**src/rtl/ysyx_22041461_lsu_pkg.sv**
```systemverilog
// Shared constants and types for the load/store unit.
//   - size codes carried on req_size
//   - LSU state encodings
//   - bus beat width
package ysyx_22041461_lsu_pkg;

   localparam int XLEN   = 64;
   localparam int BEAT_W = 64;

   typedef enum logic [1:0] {
      SZ_B = 2'b00,
      SZ_H = 2'b01,
      SZ_W = 2'b10,
      SZ_D = 2'b11
   } size_e;

   typedef enum logic [1:0] {
      ST_IDLE = 2'b00,
      ST_REQ  = 2'b01,
      ST_WAIT = 2'b10,
      ST_RESP = 2'b11
   } lsu_state_e;

endpackage

```
**src/rtl/ysyx_22041461_lsu_align.sv**
```systemverilog
// Combinational lane logic for the LSU.
//   size/is_unsigned/offset : access descriptor (offset = addr[2:0])
//   wdata      -> wdata_lane : store data moved to its byte lane
//   rdata      -> rdata_ext  : load field extracted and sign/zero extended
//   misalign                 : access not naturally aligned
//   wmask                    : byte-lane enables for the beat
module ysyx_22041461_lsu_align
   import ysyx_22041461_lsu_pkg::*;
(
   input  size_e              size,
   input  logic               is_unsigned,
   input  logic [2:0]         offset,
   input  logic [XLEN-1:0]    wdata,
   input  logic [BEAT_W-1:0]  rdata,
   output logic               misalign,
   output logic [7:0]         wmask,
   output logic [BEAT_W-1:0]  wdata_lane,
   output logic [XLEN-1:0]    rdata_ext
);

   logic [5:0]        bit_shift;
   logic [BEAT_W-1:0] rdata_sh;

   assign bit_shift  = {offset, 3'b000};
   assign wdata_lane = wdata << bit_shift;
   assign rdata_sh   = rdata >> bit_shift;

   always_comb begin
      misalign  = 1'b0;
      wmask     = 8'h00;
      rdata_ext = '0;
      case (size)
         SZ_B: begin
            wmask     = 8'h01 << offset;
            rdata_ext = is_unsigned ? {56'b0, rdata_sh[7:0]}
                                    : {{56{rdata_sh[7]}}, rdata_sh[7:0]};
         end
         SZ_H: begin
            misalign  = offset[0];
            wmask     = 8'h03 << offset;
            rdata_ext = is_unsigned ? {48'b0, rdata_sh[15:0]}
                                    : {{48{rdata_sh[15]}}, rdata_sh[15:0]};
         end
         SZ_W: begin
            misalign  = |offset[1:0];
            wmask     = 8'h0F << offset;
            rdata_ext = is_unsigned ? {32'b0, rdata_sh[31:0]}
                                    : {{32{rdata_sh[31]}}, rdata_sh[31:0]};
         end
         default: begin
            misalign  = |offset;
            wmask     = 8'hFF;
            rdata_ext = rdata_sh;
         end
      endcase
   end

endmodule

```
**src/rtl/ysyx_22041461_lsu.sv**
```systemverilog
// Multi-cycle load/store unit between execute and the data-memory bus.
// One operation in flight; request fields are captured on accept.
//   req_*  : request from execute (req_ready high only in IDLE)
//   mem_*  : handshaked bus beat (8-byte aligned address, lane mask/data)
//   resp_* : registered one-cycle completion, zero when resp_valid is low
//
// state   | meaning
// IDLE    | ready for a new request
// REQ     | bus beat presented, waiting for mem_ready
// WAIT    | load issued, waiting for mem_rvalid
// RESP    | one-cycle completion pulse
module ysyx_22041461_lsu
   import ysyx_22041461_lsu_pkg::*;
(
   input  logic              clk,
   input  logic              rst,
   input  logic              req_valid,
   output logic              req_ready,
   input  logic              req_wen,
   input  logic [1:0]        req_size,
   input  logic              req_unsigned,
   input  logic [XLEN-1:0]   req_addr,
   input  logic [XLEN-1:0]   req_wdata,
   input  logic [4:0]        req_rd,
   output logic              mem_valid,
   input  logic              mem_ready,
   output logic [XLEN-1:0]   mem_addr,
   output logic              mem_wen,
   output logic [BEAT_W-1:0] mem_wdata,
   output logic [7:0]        mem_wmask,
   input  logic              mem_rvalid,
   input  logic [BEAT_W-1:0] mem_rdata,
   output logic              resp_valid,
   output logic              resp_wen,
   output logic [4:0]        resp_rd,
   output logic [XLEN-1:0]   resp_data,
   output logic              resp_err
);

   lsu_state_e        state, state_nxt;

   logic              wen_q, uns_q;
   size_e             size_q;
   logic [XLEN-1:0]   addr_q, wdata_q;
   logic [4:0]        rd_q;

   logic              accept, load_done;
   logic              in_idle, in_req, store_beat;
   size_e             al_size;
   logic              al_uns;
   logic [2:0]        al_offset;
   logic              misalign;
   logic [7:0]        wmask;
   logic [BEAT_W-1:0] wdata_lane;
   logic [XLEN-1:0]   rdata_ext;

   assign in_idle    = (state == ST_IDLE);
   assign in_req     = (state == ST_REQ);
   assign accept     = in_idle && req_valid;
   assign load_done  = (state == ST_WAIT) && mem_rvalid;
   assign store_beat = in_req && wen_q;

   // Alignment is judged on the live request in IDLE; afterwards the
   // captured fields drive lane mask/data and load extraction.
   assign al_size   = in_idle ? size_e'(req_size) : size_q;
   assign al_uns    = in_idle ? req_unsigned : uns_q;
   assign al_offset = in_idle ? req_addr[2:0] : addr_q[2:0];

   ysyx_22041461_lsu_align u_align (
      .size        (al_size),
      .is_unsigned (al_uns),
      .offset      (al_offset),
      .wdata       (wdata_q),
      .rdata       (mem_rdata),
      .misalign    (misalign),
      .wmask       (wmask),
      .wdata_lane  (wdata_lane),
      .rdata_ext   (rdata_ext)
   );

   always_comb begin
      state_nxt = state;
      case (state)
         ST_IDLE: if (req_valid)  state_nxt = misalign ? ST_RESP : ST_REQ;
         ST_REQ:  if (mem_ready)  state_nxt = wen_q ? ST_RESP : ST_WAIT;
         ST_WAIT: if (mem_rvalid) state_nxt = ST_RESP;
         default:                 state_nxt = ST_IDLE;
      endcase
   end

   always_ff @(posedge clk or posedge rst) begin
      if (rst) begin
         state   <= ST_IDLE;
         wen_q   <= 1'b0;
         uns_q   <= 1'b0;
         size_q  <= SZ_B;
         addr_q  <= '0;
         wdata_q <= '0;
         rd_q    <= '0;
      end else begin
         state <= state_nxt;
         if (accept) begin
            wen_q   <= req_wen;
            uns_q   <= req_unsigned;
            size_q  <= size_e'(req_size);
            addr_q  <= req_addr;
            wdata_q <= req_wdata;
            rd_q    <= req_rd;
         end
      end
   end

   // Response registers load only on entry to RESP, so they read zero
   // in every other cycle. A load without error reaches RESP only via WAIT.
   always_ff @(posedge clk or posedge rst) begin
      if (rst) begin
         resp_valid <= 1'b0;
         resp_wen   <= 1'b0;
         resp_rd    <= '0;
         resp_data  <= '0;
         resp_err   <= 1'b0;
      end else begin
         resp_valid <= (state_nxt == ST_RESP);
         resp_wen   <= load_done;
         resp_rd    <= (state_nxt != ST_RESP) ? 5'd0 : (in_idle ? req_rd : rd_q);
         resp_data  <= load_done ? rdata_ext : '0;
         resp_err   <= accept && misalign;
      end
   end

   assign req_ready = in_idle;
   assign mem_valid = in_req;
   assign mem_addr  = in_req ? {addr_q[XLEN-1:3], 3'b000} : '0;
   assign mem_wen   = store_beat;
   assign mem_wdata = store_beat ? wdata_lane : '0;
   assign mem_wmask = store_beat ? wmask : 8'h00;

endmodule

```
**config.mk**
```make
export PLATFORM = sky130hd
export DESIGN_NAME = ysyx_22041461_lsu
export DESIGN_NICKNAME = d
export VERILOG_FILES = /design/src/rtl/ysyx_22041461_lsu_pkg.sv /design/src/rtl/ysyx_22041461_lsu_align.sv /design/src/rtl/ysyx_22041461_lsu.sv
export SDC_FILE = /design/constraint.sdc
export NUM_CORES = 1
export LEC_CHECK = 0
export BUFFER_PORTS_ARGS = -buffer_cell sky130_fd_sc_hd__buf_2
export CAP_MARGIN = 20
export CORE_MARGIN = 3
export CORE_UTILIZATION = 52
export CTS_CLUSTER_SIZE = 16
export DETAILED_ROUTE_END_ITERATION = 7
export PLACE_DENSITY_LB_ADDON = 0.12
export SKIP_CTS_REPAIR_TIMING = 1
export SLEW_MARGIN = 0
export SYNTH_ARGS = -nofsm -noshare
export SYNTH_HDL_FRONTEND = slang
export SYNTH_HIERARCHICAL = 1
export SYNTH_SLANG_ARGS = --single-unit
```
**constraint.sdc**
```tcl
create_clock -name clk -period 7.5 [get_ports clk]
set_input_delay 0.375 -clock clk [delete_from_list [all_inputs] [get_ports clk]]
set_output_delay 0.375 -clock clk [all_outputs]
set_load 0.01 [all_outputs]
```
### After elaboration in Yosys (flattened, before gate mapping)

Cells that the tools add are included.

* input port bits: 206
* bits in registers: 211
* logic and storage cells: 52

* shifts and indexed selects: 5
* reductions and logical operators: 8
* eq/ne operators: 6
* multiplexer cells: 21

Operator list (number)
* $mux W64: 6
* $pmux W64 S3: 1
* $shl A64 B6 Y64: 1
* $shr A64 B6 Y64: 1
* $pmux W8 S3: 1
* $mux W2: 5
* $mux W5: 2
* $mux W8: 1
* $shl A1 B3 Y8 const A: 1
* $shl A2 B3 Y8 const A: 1
* $shl A4 B3 Y8 const A: 1
* $eq A2 B2 Y1 const B: 3
* $pmux W2 S3: 1
* $eq A2 B1 Y1 const B: 2
* $logic_and A1 B1 Y1: 4
* $logic_not A2 Y1: 2
* $mux W3: 1
* $pmux W1 S3: 1
* $reduce_or A3 Y1: 1
* $mux W1: 2
* $ne A2 B2 Y1 const B: 1
* $reduce_or A2 Y1: 1

### Logic depth before layout (Yosys ltp)

* word-level depth: 9
* depth in mapped cells: 13
* mapped depth without buffers: 11

### Hierarchy

Netlist, hierarchy kept.

By module, submodules not included
* ysyx_22041461_lsu: cells each 627, times used 1, area an instance 8677.1 sq um
* ysyx_22041461_lsu_align: cells each 547, times used 1, area an instance 4530.6 sq um

### Worst setup path before layout

OpenSTA, ideal clock, no wires.

* path kind: register to output
* start point: register state[1]
* end point: output mem_wdata[61]
* data required time: 7125 ps
* arrival time: 2624 ps
* path slack: 4501 ps
* buffers on the path: 5
* stages on the path, launching flop included: 11
* path through: dfrtp_1 nor2_2 buf_2 mux2_2 buf_6 buf_12 buf_12 buf_4 mux4_2 mux2_2 and3_1

* longest elaborated chain between the ends: 4
* elaborated cells between the ends (all ways): 6

RTL lines
* from (decl): line ysyx_22041461_lsu.sv:40 `lsu_state_e state, state_nxt;`
* from (signal assigned): line ysyx_22041461_lsu.sv:101 `state <= state_nxt;`
* $logic_not A2 Y1: line ysyx_22041461_lsu.sv:57 `assign in_idle = (state == ST_IDLE);`
* via req_ready: line ysyx_22041461_lsu.sv:18 `output logic req_ready,`
* $mux W3: line ysyx_22041461_lsu.sv:67 `assign al_offset = in_idle ? req_addr[2:0] : addr_q[2:0];`
* via al_offset[0]: line ysyx_22041461_lsu.sv:51 `logic [2:0] al_offset;`
* $shl A64 B6 Y64: line ysyx_22041461_lsu_align.sv:25 `assign wdata_lane = wdata << bit_shift;`
* via wdata_lane[61]: line ysyx_22041461_lsu.sv:54 `logic [BEAT_W-1:0] wdata_lane;`
* $mux W64: line ysyx_22041461_lsu.sv:135 `assign mem_wdata = store_beat ? wdata_lane : '0;`
* to (decl): line ysyx_22041461_lsu.sv:29 `output logic [BEAT_W-1:0] mem_wdata,`

The timed path passes the listed nets, and every way through them passes these cells.

### Worst setup path in the final report

* start point: register state[1]
* end point: output mem_wdata[37]

* longest elaborated chain between the ends: 4
* elaborated cells between the ends (all ways): 6

RTL lines (line)
* $logic_not A2 Y1: ysyx_22041461_lsu.sv:57
* $mux W3: ysyx_22041461_lsu.sv:67
* via al_offset[0]: ysyx_22041461_lsu.sv:51
* $shl A64 B6 Y64: ysyx_22041461_lsu_align.sv:25
* via wdata_lane[37]: ysyx_22041461_lsu.sv:54
* $mux W64: ysyx_22041461_lsu.sv:135

The timed path passes the listed nets, and every way through them passes these cells.

==> results.cfg <==
[status]
status = completed

[worst_setup_path]
rr_endpoint = resp_data[53]
worstPathRequired_ns = 7.12
reg2reg_depth = 9
criticalPathCategory = reg2out
start_kind = flop
r2r_setup_slack_ns = 2.87
r2r_start = state[1]
critPathArrivalTime_ns = 4.83
cp_max_fo = 76
cp-end-kind = primary output

[timing]
finClkSkew_ns = 0.0137
fmax_ghz = 0.192
period_minus_slack_ns = 5.20
layout_setup_ws_ns = 2.30
timing.slew.headroom_pct = 26.7
period_share_pct = 69.4
worstMarginPinSlew_ns = 1.10
hold_viol = 0
final.setup.tns_ns = 0
setup_viol = 0
grt_setup_unrepaired = no
drv_slew = 0
timing.hold.ws_ns = 0.0226

[clocking]
clk_pin_slew_ns = 0.06
clockBufferDepth = 3
htreeDepth = 1
cts_tree = built
cts_root_buf = clkbuf_16
insertion_delay_ns = 0.52
cts_buffers = 25
cts_num_sinks = 211

[logic_synthesis]
synthesis.area_um2 = 13200
ys_async_sr_fraction_pct = 100
ys_dominant_reg_cell = dfrtp_1
synth_edf_count = 0
yosysWarnings = 6
synth_cells = 1174
synth_seq_cells = 211
ys_types = 51
syn_avg_cell_area_um2 = 11.3
yosysSeqAreaShare_pct = 40.0

[die]
die_area_um2 = 27300
coreArea_um2 = 24600
ios = 417
start_util_pct = 53.7
die_x_um = 165
fp.dieH_um = 165
core.rowCount = 57

[placement]
gp_congestion = 0.897
portBuffers = 413
place_ws_ns = 2.87
dp_hpwl_um = 28300
place_inst = 1816

[drt]
drc_errors = 0
routed_via_density = 5.81
first_iter_violations = 851
vias = 10800
wl_per_cell_um = 21.8
wirelength_um = 40600
ant_nets = 0
drt-pass1-iter-count = 5

[global_routing]
grt_pass1_vias = 10600
grt_antenna_before_repair = 9
grt_use_total_pct = 28.7
grt_max_degree = 111
overflow = 0
grt_pass1_wl_um = 60800

[cells_and_area]
area_delta_synth_final_pct = 20.9
drive_gt1_share_pct = 41.2
multiInputGateArea_um2 = 7200
layout.cells.non_filler = 1867
final_common_cell = buf_2
final_cell_mix = buf_2, dfrtp_1, and2_1, mux2_1, and3_1
layout.nets = 1731
regArea_um2 = 5280
fill_cells = 2014

[power_and_ir_drop]
ir_worst_vdd_mv = 0.237
powerDensity_nw_per_um2 = 466
p_leak_nw = 8.35
total_power_mw = 7.44

[worst_hold_path]
hold_path.class = in2async

[flow_run]
maxCapViolations = 0
-- critical path, stage by stage, from the launching register on --
cell     delay (ns)
dfrtp_1        0.45
nor2_2         0.66
mux2_8         0.69
buf_4          0.85
nor2b_1        0.77
a21oi_1        0.15
o22ai_1        0.28
and3_1         0.22
buf_2          0.13
-- flip-flops by register name, summed over array words and instances, names as in the netlist --
| signal | count |
|---|---|
| addr_q | 64 |
| rd_q | 5 |
| resp_rd | 5 |
| resp_err | 1 |
| wen_q | 1 |
| uns_q | 1 |
| wdata_q | 64 |
| state | 2 |
| resp_valid | 1 |
| resp_data | 64 |
| resp_wen | 1 |
| size_q | 2 |
-- through the flow --
stage | area [µm²] | util [%]
6_report | 16000 | 64.9
5_1_grt | 16000 | 64.9
4_1_cts | 15900 | 64.6
3_5_place_dp | 15100 | 61.5
3_3_place_gp | 15100 | 61.4
2_1_floorplan | 13200 | -
-- layout make-up --
type	count	share of cell area, %
Timing Repair Buffer	430	14.1
Sequential cell	211	33.1
Clock buffer	36	4.55
Multi-Input combinational cell	843	45.1
Tap cell	324	2.54
Antenna cell	6	0.0940
Inverter	10	0.282
Clock inverter	7	0.259
-- synth_stat cells, types with 12 or more instances --
library cell | instances | area (µm²)
a21oi_1 | 28 | 140
and2_1 | 151 | 945
and3_1 | 80 | 500
buf_2 | 29 | 145
buf_4 | 21 | 158
buf_6 | 13 | 146
clkbuf_1 | 42 | 158
dfrtp_1 | 211 | 5280
mux2_1 | 100 | 1130
mux2_2 | 39 | 439
mux2_4 | 31 | 465
mux2i_1 | 73 | 731
mux4_2 | 45 | 1010
nand2_1 | 67 | 251
nand4_2 | 24 | 300
nor2_1 | 56 | 210
nor2b_1 | 12 | 75.1
o21ai_0 | 31 | 155
o21ai_1 | 14 | 70.1
o2bb2ai_1 | 15 | 131
-- layer usage --
layer | part of all wire, % | up-vias | GRT usage, %
li1 | - | 4872 | -
met1 | 38 | 5327 | 35.9
met2 | 49 | 536 | 49.0
met3 | 8.7 | 99 | 6.06
met4 | 3.9 | 8 | 10.5
met5 | 0.13 | - | 0
-- logic make-up after synthesis --
family                     Yosys count  synth area share (%)
AOI/OAI and AO/OA                  118                  5.70
adders and majority gates            4                 0.379
buffers and inverters              122                  5.90
DFF                                211                  40.0
muxes                              288                  28.6
other                                1                0.0284
and+or+nand+nor                    430                  19.4
-- worst max path at each step --
| stage | from | slack [ns] | depth (start not counted) | endpoint |
|---|---|---|---|---|
| after floorplan | rst | 1.36 | 1 | addr_q[0] |
| after global placement | state[1] | 2.53 | 9 | resp_data[49] |
| after detailed placement | state[1] | 2.87 | 8 | mem_wdata[37] |
| after CTS | state[1] | 2.32 | 8 | mem_wdata[37] |
| after global routing | state[1] | 2.01 | 8 | mem_wdata[35] |
| final | state[1] | 2.30 | 8 | mem_wdata[37] |
-- report_power, final --
group	switching, mW	total, mW	leakage [nW]	internal [mW]
Combinational	2.30	4.31	5.33	2.00
Clock	0.480	1.15	0.381	0.668
Sequential	0.365	1.99	2.63	1.62
(Power assumes the default switching activity.)
